<file path="config.mk">
export PLATFORM = sky130hd
export DESIGN_NAME = operand_serializer
export DESIGN_NICKNAME = d
export VERILOG_FILES = /design/src/rtl/operand_serializer.sv
export SDC_FILE = /design/constraint.sdc
export NUM_CORES = 1
export LEC_CHECK = 0
export CORE_MARGIN = 5
export CORE_UTILIZATION = 56
export DETAILED_ROUTE_END_ITERATION = 7
export HOLD_SLACK_MARGIN = 0.12
export PLACE_DENSITY_LB_ADDON = 0.3
export RECOVER_POWER = 25
export SETUP_SLACK_MARGIN = 0.02
export SLEW_MARGIN = 30
export SYNTH_ARGS = -nofsm -noshare
export SYNTH_HDL_FRONTEND = slang
export SYNTH_SLANG_ARGS = --single-unit
</file>
<file path="constraint.sdc">
create_clock -name clock -period 5.5 [get_ports clock]
set_input_delay 1.1 -clock clock [delete_from_list [all_inputs] [get_ports clock]]
set_output_delay 1.1 -clock clock [all_outputs]
set_load 0.01 [all_outputs]
</file>
<file path="src/rtl/operand_serializer.sv">
// Buffers {sel, A, B} operand pairs in a 2-entry FIFO and streams each pair
// downstream as four nibble pairs, followed by optional hold and gap phases.
module operand_serializer #(
    parameter int HOLD_CYCLES = 2,
    parameter int GAP_CYCLES  = 4
) (
    input  logic        clock,
    input  logic        reset,
    input  logic        in_valid,
    output logic        in_ready,
    input  logic [15:0] in_a,
    input  logic [15:0] in_b,
    input  logic        in_sel,
    output logic [3:0]  nib_a,
    output logic [3:0]  nib_b,
    output logic        sel_out,
    output logic        load_en,
    output logic        busy,
    output logic [7:0]  frames_sent
);

    // state | meaning
    // IDLE  | waiting for a buffered pair; pops the FIFO head when one exists
    // SHIFT | 4 cycles of operand nibbles, least significant first, load_en=1
    // HOLD  | HOLD_CYCLES cycles of zero nibbles with load_en=1
    // GAP   | GAP_CYCLES cycles with load_en=0 while the consumer answers
    typedef enum logic [1:0] {IDLE, SHIFT, HOLD, GAP} state_t;

    localparam logic [3:0] HOLD_LOAD = 4'((HOLD_CYCLES > 0) ? HOLD_CYCLES - 1 : 0);
    localparam logic [3:0] GAP_LOAD  = 4'((GAP_CYCLES > 0) ? GAP_CYCLES - 1 : 0);

    logic [32:0] fifo_mem [2];
    logic        wr_ptr;
    logic        rd_ptr;
    logic [1:0]  count;
    logic        push;
    logic        pop;
    logic [32:0] head;

    state_t      state;
    logic [3:0]  phase;
    logic [11:0] sh_a;
    logic [11:0] sh_b;

    assign in_ready = (count < 2'd2);
    assign push     = in_valid && in_ready;
    assign pop      = (state == IDLE) && (count != 2'd0);
    assign head     = fifo_mem[rd_ptr];

    always_ff @(posedge clock) begin
        if (reset) begin
            count  <= 2'd0;
            wr_ptr <= 1'b0;
            rd_ptr <= 1'b0;
        end else begin
            if (push) begin
                fifo_mem[wr_ptr] <= {in_sel, in_a, in_b};
                wr_ptr           <= ~wr_ptr;
            end
            if (pop) begin
                rd_ptr <= ~rd_ptr;
            end
            case ({push, pop})
                2'b10:   count <= count + 2'd1;
                2'b01:   count <= count - 2'd1;
                default: count <= count;
            endcase
        end
    end

    always_ff @(posedge clock) begin
        if (reset) begin
            state       <= IDLE;
            phase       <= 4'd0;
            sh_a        <= 12'd0;
            sh_b        <= 12'd0;
            nib_a       <= 4'd0;
            nib_b       <= 4'd0;
            sel_out     <= 1'b0;
            load_en     <= 1'b0;
            busy        <= 1'b0;
            frames_sent <= 8'd0;
        end else begin
            case (state)
                IDLE: begin
                    if (pop) begin
                        state   <= SHIFT;
                        phase   <= 4'd3;
                        sel_out <= head[32];
                        nib_a   <= head[19:16];
                        sh_a    <= head[31:20];
                        nib_b   <= head[3:0];
                        sh_b    <= head[15:4];
                        load_en <= 1'b1;
                        busy    <= 1'b1;
                    end
                end
                SHIFT: begin
                    if (phase != 4'd0) begin
                        phase <= phase - 4'd1;
                        nib_a <= sh_a[3:0];
                        nib_b <= sh_b[3:0];
                        sh_a  <= sh_a >> 4;
                        sh_b  <= sh_b >> 4;
                    end else begin
                        nib_a <= 4'd0;
                        nib_b <= 4'd0;
                        if (HOLD_CYCLES > 0) begin
                            state   <= HOLD;
                            phase   <= HOLD_LOAD;
                        end else if (GAP_CYCLES > 0) begin
                            state   <= GAP;
                            phase   <= GAP_LOAD;
                            load_en <= 1'b0;
                        end else begin
                            state       <= IDLE;
                            phase       <= 4'd0;
                            load_en     <= 1'b0;
                            busy        <= 1'b0;
                            frames_sent <= frames_sent + 8'd1;
                        end
                    end
                end
                HOLD: begin
                    if (phase != 4'd0) begin
                        phase <= phase - 4'd1;
                    end else if (GAP_CYCLES > 0) begin
                        state   <= GAP;
                        phase   <= GAP_LOAD;
                        load_en <= 1'b0;
                    end else begin
                        state       <= IDLE;
                        phase       <= 4'd0;
                        load_en     <= 1'b0;
                        busy        <= 1'b0;
                        frames_sent <= frames_sent + 8'd1;
                    end
                end
                GAP: begin
                    if (phase != 4'd0) begin
                        phase <= phase - 4'd1;
                    end else begin
                        state       <= IDLE;
                        phase       <= 4'd0;
                        busy        <= 1'b0;
                        frames_sent <= frames_sent + 8'd1;
                    end
                end
                default: begin
                    state <= IDLE;
                    phase <= 4'd0;
                end
            endcase
        end
    end

endmodule

</file>
==> summary by stage, run 1 <==
Power
The fraction of power spent switching nets is 33.8%. Sequential cells burn 36.9% of the power. The highest ir drop seen on vdd is 355 uV. Dividing total power by cell area gives a power density of 560 nW/um^2. For this design the static power due to leakage is 2.13 nW. The total power is 0.00351 W. Cell internal power was estimated by the tool at 0.00232 W. The switching power is 0.00119 W. The part of the power in the clock network is 29.6%. Of the total power, combinational logic draws 33.5%.

Clock tree
The total of hold buffers inserted after clock tree synthesis is 0. After clock tree synthesis, the repair step resized 0 gates. The number of buffers created by CTS is 17. In this run the post-CTS setup repair buffer count came out at 0. Counting every sink on the clock net gives 120. The longest clock path from root to sink contains 2 buffers. The CTS tree is done. The H-tree generated during clock tree synthesis spans 4 levels. The buffer type at the clock tree root is sky130_fd_sc_hd__clkbuf_8.

Clock-pin slew was measured on the worst setup and hold paths at 0.06 ns. The clock latency of the later-clocked register in the worst-skew pair is 0.51 ns.

Critical path
In this run the critical register-to-register path is captured at sh_b[3]. The startpoint of the lowest-slack register-to-register path is state[0]. The capturing element type of the critical path is an output pin. The gate family responsible for the most delay along the worst path is buffers and inverters.

Counting both buffers and inverters, the worst setup path holds a total of 1. In this design, the stage delay of the slowest critical-path cell is 0.59 ns. The slowest cell on the critical path is sky130_fd_sc_hd__clkdlybuf4s50_1. The type of element launching the critical path is a register. Along the worst path, the maximum fanout reaches 6. The critical path goes through clkdlybuf4s50_1.

The critical path start-end classification is register to output pin. The slack of the worst reg-to-reg path is 2.90 ns. At the worst endpoint, the arrival time is 1.54 ns. The cell count of the worst reg-to-reg path is 5. Data on the critical path is required at its endpoint by 4.40 ns.

Synthesis
By count the netlist is led by 66 x sky130_fd_sc_hd__edfxtp_1, 54 x sky130_fd_sc_hd__dfxtp_1, 30 x sky130_fd_sc_hd__nand2_1. Ranked by total cell area, the synthesized netlist is headed by sky130_fd_sc_hd__edfxtp_1 39%, sky130_fd_sc_hd__dfxtp_1 21%, sky130_fd_sc_hd__mux2i_1 5.1%. The cell accounting for the most synthesized area is sky130_fd_sc_hd__edfxtp_1. The total of warnings raised by yosys is 0.

In this run, synthesis inferred 66 flip-flops with an integrated enable. The synthesized area is 5100 um^2. The top cell type by area accounts for 38.9% of the synthesized area. The share of flip-flops with an asynchronous set or reset is 0%. Yosys instantiated no cell more often than sky130_fd_sc_hd__edfxtp_1. The flop and latch count out of synthesis is 120. The number of instances in the synthesized netlist is 411. A synthesized cell averages 12.4 um^2. The number of different library cells used by synthesis comes to 51. The sequential share of the synthesized area is 60.1%. When the netlist entered floorplanning its net count stood at 455. Among all flip-flop cells after synthesis, the most frequent one is sky130_fd_sc_hd__edfxtp_1.

Global routing
The global-route congestion overflow total is 0. The first global-routing pass estimated 16,800 um of wire. The total routing resource utilization after global routing is 19.1%.

The number of global-route vias before repair is 3,489. The initial antenna violation count was 0. The largest net degree at the start of global routing is 70.

Placement
In this run the tool buffered the top-level ports with 55 buffer cells. Counting tap cells, the placed design contains a total of 552 instances. Detailed placement ended at an HPWL of 6250 um. The global placement routability congestion is 0.770.

Final layout
The combined area of the multi-input logic cells is 1870 um^2. The ratio of cells with drive above 1 in the final layout is 13.7%. The layout has 606 filler cells.

The layout overhead on the synthesized area is 23.0%. The net total in the final layout is 507. The total area of sequential cells is 3060 um^2. The repair_antennas step left the layout with diodes totalling 0. The number of cells in the finished layout apart from fillers is 584.

Timing
Dividing the final minimum period by the clock period gives 48.1%. For the pin with the worst max-slew slack, the measured transition is 0.885 ns. In this run the tightest slew margin relative to its limit is 41.0%.

The worst clock skew on the final layout is 0.0113 ns. The maximum frequency from static timing analysis is 0.378 GHz. The worst-case hold slack is 0.461 ns. The post-route minimum period is 2.64 ns. The total setup violations reported at the end of the flow is 0. Setup repair after global routing left no endpoint under its margin. The final setup TNS is 0 ns. The final hold violation count is 0. The count of final max-slew check failures came to 0.

Floorplanning
The count of pins on the block boundary is 56. The floorplan die height is 105 um. The initial utilization of the core area, before any placement, comes to 57.9%. The die width is 105 um. The floorplan step defined a die boundary enclosing 11,100 um^2. The placeable core area is 8810 um^2. The row count is 34.

Min path
The worst hold path was traced through 2 stages. The path class of the lowest-slack min-delay path is register to register. The path with the worst hold slack has its endpoint at sh_b[7].

The beginning of the worst hold path is sh_b[7].

Run status
The run finished with clean final reports.

Routing
The residual DRC count is 0. In this run the remaining antenna-violating nets after routing total 0. The final layout contains routed wiring with a total length of 9910 um. The number of detailed-routing iterations run before antenna repair is 6.

The per-cell routed wire length is 17.0 um. The via count of the routed design is 3,409. In the routed layout, each cell is associated on average with a via count of 5.84. The first routing iteration left 276 violations.

Job
Across the run, the number of max-cap violations was 0.
==> power groups by stage <==
stage / combinational [W] / clock [W] / sequential (W)
floorplan: 0.000907 / 0 / 0.00127
global placement: 0.00114 / 0 / 0.00130
detailed placement: 0.00117 / 0 / 0.00131
CTS: 0.00118 / 0.00105 / 0.00130
global route: 0.00129 / 0.00110 / 0.00132
finish: 0.00117 / 0.00104 / 0.00130
==> kinds of logic (layout without fill, tap and decap cells) <==
family / Yosys count / count (layout) / share of synthesized area, %
AND/OR/NAND/NOR: 97 / 97 / 10.7
adder cells (fa/ha/maj): 8 / 8 / 1.96
flip-flops: 120 / 120 / 60.1
AO/OA/AOI/OAI: 92 / 92 / 12.5
buffers and inverters: 39 / 104 / 3.53
XOR/XNOR: 5 / 5 / 0.859
multiplexers: 50 / 50 / 10.4
==> layer usage <==
layer / part of all wire, % / global-route usage [%] / vias up
met5: 0 / 0 / -
met4: 1.5 / 6.94 / 0
met3: 4.3 / 5.26 / 14
met2: 53 / 33.1 / 95
met1: 41 / 22.8 / 1647
li1: - / - / 1653
==> worst max-delay path by stage <==
stage              startpoint             end  slack (ns)  depth (start not counted)
2_1_floorplan           reset  fifo_mem[1][0]        1.24                          2
3_3_place_gp            reset        nib_b[1]        2.75                          4
3_5_place_dp            reset        nib_a[0]        2.70                          4
4_1_cts        frames_sent[0]  frames_sent[0]        2.84                          1
5_1_grt              state[0]         sh_a[1]        2.72                          5
6_report       frames_sent[0]  frames_sent[0]        2.86                          1
==> sequential cells by signal, summed over array words and instances, names as in the netlist, named ones only <==
name         flops
fifo_mem        66
sh_a            12
sh_b            12
frames_sent      8
nib_a            4
nib_b            4
phase            4
count            2
state            2
busy             1
load_en          1
rd_ptr           1
sel_out          1
wr_ptr           1
==> area by class of cell <==
| class | count | area share [%] |
|---|---|---|
| Multi-Input combinational cell | 252 | 29.8 |
| Tap cell | 108 | 2.15 |
| Timing Repair Buffer | 62 | 9.61 |
| Sequential cell | 120 | 48.8 |
| Clock buffer | 17 | 6.60 |
| Inverter | 10 | 0.598 |
| Clock inverter | 15 | 2.41 |
==> stage by stage <==
stage	setup slack [ns]	instance area [um^2]	util [%]
5_1_grt	2.72	6270	71.2
2_1_floorplan	1.24	5100	-
4_1_cts	2.84	6270	71.2
3_5_place_dp	2.70	5710	64.8
3_3_place_gp	2.75	5710	64.8
6_report	2.86	6270	71.2
==> cell usage in the layout, fill, tap and decap left out, types with 3 or more instances in the layout <==
cell and instances:
sky130_fd_sc_hd__nand2_1 30, sky130_fd_sc_hd__inv_6 3, sky130_fd_sc_hd__o21ai_1 19, sky130_fd_sc_hd__dlygate4sd3_1 26, sky130_fd_sc_hd__mux2i_1 26, sky130_fd_sc_hd__o22a_1 8
sky130_fd_sc_hd__clkdlybuf4s50_1 29, sky130_fd_sc_hd__xor2_1 3, sky130_fd_sc_hd__o21ai_0 3, sky130_fd_sc_hd__a31oi_1 9, sky130_fd_sc_hd__or3_1 5, sky130_fd_sc_hd__a21oi_1 10
sky130_fd_sc_hd__o31ai_1 4, sky130_fd_sc_hd__mux2_2 16, sky130_fd_sc_hd__clkinvlp_4 7, sky130_fd_sc_hd__nand2b_1 15, sky130_fd_sc_hd__nand3_1 11, sky130_fd_sc_hd__dfxtp_1 54
sky130_fd_sc_hd__buf_4 7, sky130_fd_sc_hd__nand4_1 3, sky130_fd_sc_hd__nand3b_1 8, sky130_fd_sc_hd__nor3b_2 3, sky130_fd_sc_hd__edfxtp_1 66, sky130_fd_sc_hd__clkbuf_16 16
sky130_fd_sc_hd__or4_1 4, sky130_fd_sc_hd__nor2_1 8, sky130_fd_sc_hd__ha_1 7, sky130_fd_sc_hd__inv_1 9, sky130_fd_sc_hd__o211ai_1 24, sky130_fd_sc_hd__mux2_1 8
(Power assumes the default switching activity.)
==> inputs of run 2 (changes only) <==
==> constraint.sdc (replaced) <==
create_clock -name clock -period 2.7 [get_ports clock]
set_input_delay 0.54 -clock clock [delete_from_list [all_inputs] [get_ports clock]]
set_output_delay 0.54 -clock clock [all_outputs]
set_load 0.01 [all_outputs]
==> run 2 against run 1 <==
  * Combinational power up 120%
  * Via count up 2.3%
  * Clock-buffer cell count unchanged
  * Die area unchanged
  * Largest power group unchanged
  * Highest routed layer unchanged
==> summary by stage, run 2 (synthesized netlist as in run 1, its figures left out) <==
Final layout
Relative to the synthesized area, the layout overhead comes to 23.8%. The final standard cell area without fillers is 6310 um^2. The net total in the final layout is 512. The filler cells instantiated in the layout total 602. Leaving out fill and tap cells, the most frequent cells in the layout are 66 x sky130_fd_sc_hd__edfxtp_1, 54 x sky130_fd_sc_hd__dfxtp_1, 30 x sky130_fd_sc_hd__nand2_1. Summing all multi-input logic gate instances after layout gives 1880 um^2. The total area of sequential cells is 3060 um^2. 0 antenna diodes ended up in the layout. Counting flops per register, the top entry is fifo_mem. In the final layout, the registers with the most flip-flops are fifo_mem x66, sh_a x12, sh_b x12. The library cell used most frequently in the layout, excluding fill and tap cells, is sky130_fd_sc_hd__edfxtp_1. The register with the most flip-flops in the layout has 66 of them.

The ratio of cells with drive above 1 in the final layout is 14.6%.

Routing
For this run, design rule violations remaining after detail routing come to 0. In this run, the number of DRC markers left after iteration 0 of detailed routing was 249. The number of antenna-violating nets in the routed design is 0.

The mean number of vias per cell is 5.93. Before antenna repair, the detailed router went through 4 iterations. The via count of the routed design is 3,489.

In the final routed layout, each cell accounts on average for 17.6 um. The detailed-route wire length is 10,400 um.

Timing
Based on the critical path, the design can be clocked at up to 0.478 GHz. Headroom to the max-slew limit came out at 54.0%. The final clock period utilization by the worst path is 77.4%.

The count of final max-slew check failures is 0. Setup repair after global routing left no endpoint under its margin. Setup violations remaining at the end of the flow were counted as 0.

For the pin with the worst max-slew slack, the measured transition is 0.690 ns. Subtracting the final worst setup slack from the clock period gives 2.09 ns. The final setup TNS is 0 ns. The final hold violation count came to 0. The worst-case hold slack is 0.458 ns. On the final layout, the worst clock skew is 0.00543 ns.

Floorplanning
In this run the count of I/O pins placed on the die edge is 56. The row count is 34. The placeable core area is 8810 um^2. The floorplan die height is 105 um. For this configuration, the core starts out at a cell density of 57.9%. The full die area is 11,100 um^2. The die width is 105 um.

Clock tree
TritonCTS built the clock tree. The post-CTS setup repair buffer count is 0. The post-CTS clock slew at the launch and capture registers of the worst setup and hold paths is 0.06 ns. The quantity of gates resized following cts is 0. For the worst-skew pair, the clock arrives at the later sink with an insertion delay of 0.51 ns. The total of hold buffers inserted after clock tree synthesis is 0. CTS built an H-tree with a depth of 4. No sink is reached through more buffers than the 2 on the longest clock path. Clock tree synthesis inserted a total of 17 buffers.

The buffer type at the clock tree root is sky130_fd_sc_hd__clkbuf_8. The number of clock sinks is 120.

Critical path
At the worst endpoint, the required time is 3.13 ns. The worst flop-to-flop path endpoint is nib_b[3]. The worst setup path is captured at a register. The data arrival time of the critical path is 2.52 ns. For this run, the slowest stage of the critical path takes 0.51 ns. The slowest cell on the critical path is sky130_fd_sc_hd__or3_1. STA classifies the critical path startpoint as a register.

The highest fanout seen on the critical path is 24. The critical path start-end classification is register to register. The timing startpoint of the critical path is state[0]. The startpoint identified for the worst register-to-register timing path is state[0].

The setup check on the worst reg-to-reg path leaves a slack of 0.61 ns. Traced cell by cell, the critical path runs through inv_1, ha_1, nor3b_2, buf_4, or3_1, o21ai_1. The number of cells on the worst reg-to-reg path is 6.

Global routing
The first-pass GRT wire length is 17,100 um. Global routing used 19.7% of the available tracks across all layers. The number of global-route vias before repair is 3,548.

The initial antenna violation count is 0. Entering global routing, the biggest net connects 53 pins. The global-route congestion overflow total is 0.

Placement
Summed over all nets, the half-perimeter wirelength after detailed placement is 6560 um. The cell area reported after detailed placement is 5770 um^2. The global placement routability congestion is 0.798. Buffers placed on the I/O ports in this run total 55.

Power
Summed over all cells, the static leakage comes to 2.17 nW. The total power per unit cell area is 1140 nW/um^2. IR analysis of the VDD net gives a maximum drop of 694 uV. Overall power consumption after layout is estimated at 0.00718 W.

Min path
The path with the worst hold slack has its endpoint at sh_b[5]. The hold-critical path depth is 2. The beginning of the worst hold path is sh_b[5]. The min-delay analysis places its worst path in the category register to register.

Job
The max-capacitance violation count is 0.

Run status
The flow ran to the end, and the final reports show no timing, DRC or antenna violations.
[run 2: power by group]
part	internal, W	leakage (nW)	switching [W]
combinational	0.00113	0.866	0.00140
sequential	0.00236	1.05	0.000261
clock	0.00122	0.255	0.000814
[run 2: cell type report]
| type | count | share of cell area (%) |
|---|---|---|
| flip-flops and latches | 120 | 48.5 |
| inverters | 10 | 0.595 |
| multi-input cells | 252 | 29.8 |
| well taps | 108 | 2.14 |
| repair buffers | 67 | 10.4 |
| clock inverters | 14 | 2.00 |
| clock buffers | 17 | 6.56 |
[run 2: worst max-delay path, delay by kind of cell, from the launching register on]
kind	cells	cell delay, ns
flops	1	0.38
buf+inv	2	0.31
compound gates	1	0.20
fa+ha+maj	1	0.36
simple gates	2	0.74
[run 2: worst max path at each step]
stage / slack, ns / end / cells after the start
6_report: 0.61 / nib_b[3] / 6
5_1_grt: 0.49 / nib_b[3] / 6
4_1_cts: 0.60 / in_ready / 2
3_5_place_dp: 0.49 / busy / 4
3_3_place_gp: 0.55 / fifo_mem[0][22] / 4
2_1_floorplan: 0.16 / fifo_mem[1][0] / 2
[run 2: through the flow]
stage,instances,utilization [%],worst slack [ns]
2_1_floorplan,411,-,0.158
3_3_place_gp,557,65.5,0.546
3_5_place_dp,557,65.5,0.491
4_1_cts,588,71.7,0.596
5_1_grt,588,71.7,0.486
6_report,588,71.7,0.609
[run 2: layer usage]
| metal | part of all wire (%) | wire, um | vias to the layer above | track usage, % |
|---|---|---|---|---|
| met5 | 0 | 0 | - | 0 |
| met4 | 2.4 | 252 | 0 | 8.81 |
| met3 | 5.0 | 523 | 26 | 5.99 |
| met2 | 54 | 5560 | 116 | 33.9 |
| met1 | 39 | 4040 | 1683 | 22.7 |
| li1 | - | - | 1664 | - |
==> inputs of run 3 (changes only) <==
--- a/config.mk
+++ b/config.mk
@@ -6,7 +6,7 @@
 export NUM_CORES = 1
 export LEC_CHECK = 0
 export CORE_MARGIN = 5
-export CORE_UTILIZATION = 56
+export CORE_UTILIZATION = 51
 export DETAILED_ROUTE_END_ITERATION = 7
 export HOLD_SLACK_MARGIN = 0.12
 export PLACE_DENSITY_LB_ADDON = 0.3
==> constraint.sdc (replaced) <==
create_clock -name clock -period 1.7 [get_ports clock]
set_input_delay 0.34 -clock clock [delete_from_list [all_inputs] [get_ports clock]]
set_output_delay 0.34 -clock clock [all_outputs]
set_load 0.01 [all_outputs]
==> run 3 against run 2 <==
  * Clock-buffer cell count grew 5
  * Critical path type unchanged
  * Sequential power grew 58%
  * Maximum frequency grew 28%
  * Sequential cell count is the same
  * Utilization shrank 3.2 points
==> summary by stage, run 3 (synthesized netlist as in run 1, its figures left out) <==
Timing
The final setup TNS is 0 ns. Derived from the worst setup path, the maximum achievable clock frequency is 0.614 GHz. The worst clock skew on the final layout is 0.0119 ns.

The final hold violation count is 0. The count of final max-slew check failures is 0. The final clock period utilization by the worst path is 95.7%. The post-route minimum period is 1.63 ns. In this run the tightest slew margin relative to its limit is 76.8%. On the final layout, the worst hold slack is 0.416 ns. The worst-case setup margin in the final layout is 0.0724 ns. Setup violations remaining at the end of the flow were counted as 0.

Setup repair after global routing could not meet its margin everywhere. The slew at the pin closest to its max-slew limit is 0.347 ns.

Critical path
The gate family responsible for the most delay along the worst path is simple AND/OR/NAND/NOR gates. The signal on the critical path passes through ha_1, buf_4, nor3_1, or4b_1, a31oi_1. The data arrival time of the critical path is 2.05 ns. Of all nets on the critical path, the largest fanout is 4. The slack of the worst reg-to-reg path is 0.07 ns. The slowest stage of the critical path belongs to the cell sky130_fd_sc_hd__or4b_1. The buffering stage count on the worst path with inverters included is 1.

The worst setup path is launched from a register. In this design, the stage delay of the slowest critical-path cell is 0.48 ns. The critical path start-end classification is register to register. The worst setup path is captured at a register. Data on the critical path is required at its endpoint by 2.12 ns.

Power
In this run the power density over the cells is 1840 nW/um^2. The total power is 0.0123 W. The leakage power is 2.42 nW. Across the VDD grid, the largest voltage drop is 1410 uV.

Clock tree
The tree is rooted in a sky130_fd_sc_hd__clkbuf_8. The number of buffers created by CTS is 17. The longest clock path from root to sink contains 2 buffers. The CTS tree is done. The post-CTS setup repair buffer count is 0. The post-CTS clock slew at the launch and capture registers of the worst setup and hold paths is 0.05 ns. The total of hold buffers inserted after clock tree synthesis is 0.

The clock reaches the later pin of the worst-skew pair after 0.51 ns. The number of clock sinks is 120. The number of levels the H-tree was split into is 4.

Global routing
The initial antenna violation count is 0. Global routing finished with a remaining overflow of 0. The number of global-route vias before repair is 3,517.

The first-pass GRT wire length is 16,900 um. The total routing resource utilization after global routing is 18.4%. The largest net degree at the start of global routing is 57.

Run status
The run finished with clean final reports.

Job
The max-capacitance violation count is 0.

Min path
The path class of the lowest-slack min-delay path is primary input to register.

Placement
The cell area reported after detailed placement is 6080 um^2. OpenSTA, run right after detailed placement, puts the worst setup slack at -0.0867 ns. The port buffer count is 55. The HPWL reported at the end of detailed placement is 6740 um. The global placement routability congestion is 0.827.

Final layout
The largest registers in the layout are fifo_mem x66, sh_a x12, sh_b x12. The number of antenna diodes in the final layout is 0. Leaving out fill and tap cells, the most frequent cells in the layout are 66 x sky130_fd_sc_hd__edfxtp_1, 49 x sky130_fd_sc_hd__dfxtp_1, 30 x sky130_fd_sc_hd__nand2_1. The net total in the final layout is 534. The ratio of cells with drive above 1 in the final layout is 20.3%. The top register by number of flip-flops is fifo_mem. Leaving out fill and tap cells, the most frequent cell in the layout is sky130_fd_sc_hd__edfxtp_1.

The register with the most flip-flops in the layout has 66 of them. The layout overhead on the synthesized area is 31.2%. The finished cells cover 6690 um^2.

The number of inserted filler cells in the final layout is 714.

Floorplanning
The initialized floorplan defines 36 standard-cell rows. The full die area is 12,100 um^2. The placeable core area is 9770 um^2.

Pin placement for this block handled 56 I/O pins. For this configuration, the core starts out at a cell density of 52.2%. In this run the vertical extent of the chip is 110 um.

The die width is 110 um.

Routing
The number of detailed-routing iterations run before antenna repair is 5. Dividing the detail-routed via count by the number of cells gives 5.56. The residual DRC count is 0.

The detailed-route wire length is 10,500 um. The first routing iteration left 232 violations. The number of antenna-violating nets in the routed design is 0. The per-cell routed wire length is 16.6 um. The via count of the routed design is 3,533.
run 3: final cells by class:
| class | count | area, um^2 | area share, % |
|---|---|---|---|
| Sequential cell | 120 | 3070 | 45.9 |
| Multi-Input combinational cell | 252 | 1950 | 29.2 |
| Timing Repair Buffer | 89 | 868 | 13.0 |
| Clock buffer | 22 | 443 | 6.62 |
| Tap cell | 133 | 166 | 2.49 |
| Clock inverter | 10 | 151 | 2.26 |
| Inverter | 10 | 37.5 | 0.561 |
run 3: report_power, final:
group	total [W]	internal, W	switching, W
Combinational	0.00461	0.00220	0.00241
Clock	0.00359	0.00240	0.00119
Sequential	0.00413	0.00375	0.000382
run 3: worst paths after layout:
kind | from | end | depth (start not counted)
worst max-delay path | state[0] | phase[2] | 5
worst max register to register | state[0] | phase[2] | 5
worst min-delay path | in_a[3] | fifo_mem[0][19] | 1
worst min register to register | sh_b[4] | sh_b[4] | 2
run 3: what timing repair did:
action / CTS / global route
pin swaps: 0 / 2
setup endpoints to repair: 21 / 5
hold endpoints to repair: 0 / 0
resized for setup: 23 / 5
run 3: routing by layer:
| metal | vias to the layer above | global-route usage, % | part of all wire (%) |
|---|---|---|---|
| li1 | 1709 | - | - |
| met1 | 1700 | 22.0 | 42 |
| met2 | 104 | 31.8 | 51 |
| met3 | 20 | 3.67 | 4.9 |
| met4 | 0 | 8.90 | 2.3 |
| met5 | - | 0 | 0 |
run 3: metrics by stage:
stage	std cells	utilization, %
floorplan	411	-
global placement	604	62.2
detailed placement	604	62.2
CTS	636	68.0
global route	636	68.4
finish	636	68.4
run 3: worst register-to-register path, stage by stage (launching register included):
cell and delay, ns:
sky130_fd_sc_hd__dfxtp_2 0.36, sky130_fd_sc_hd__ha_1 0.28, sky130_fd_sc_hd__buf_4 0.19, sky130_fd_sc_hd__nor3_1 0.06, sky130_fd_sc_hd__or4b_1 0.48, sky130_fd_sc_hd__a31oi_1 0.17
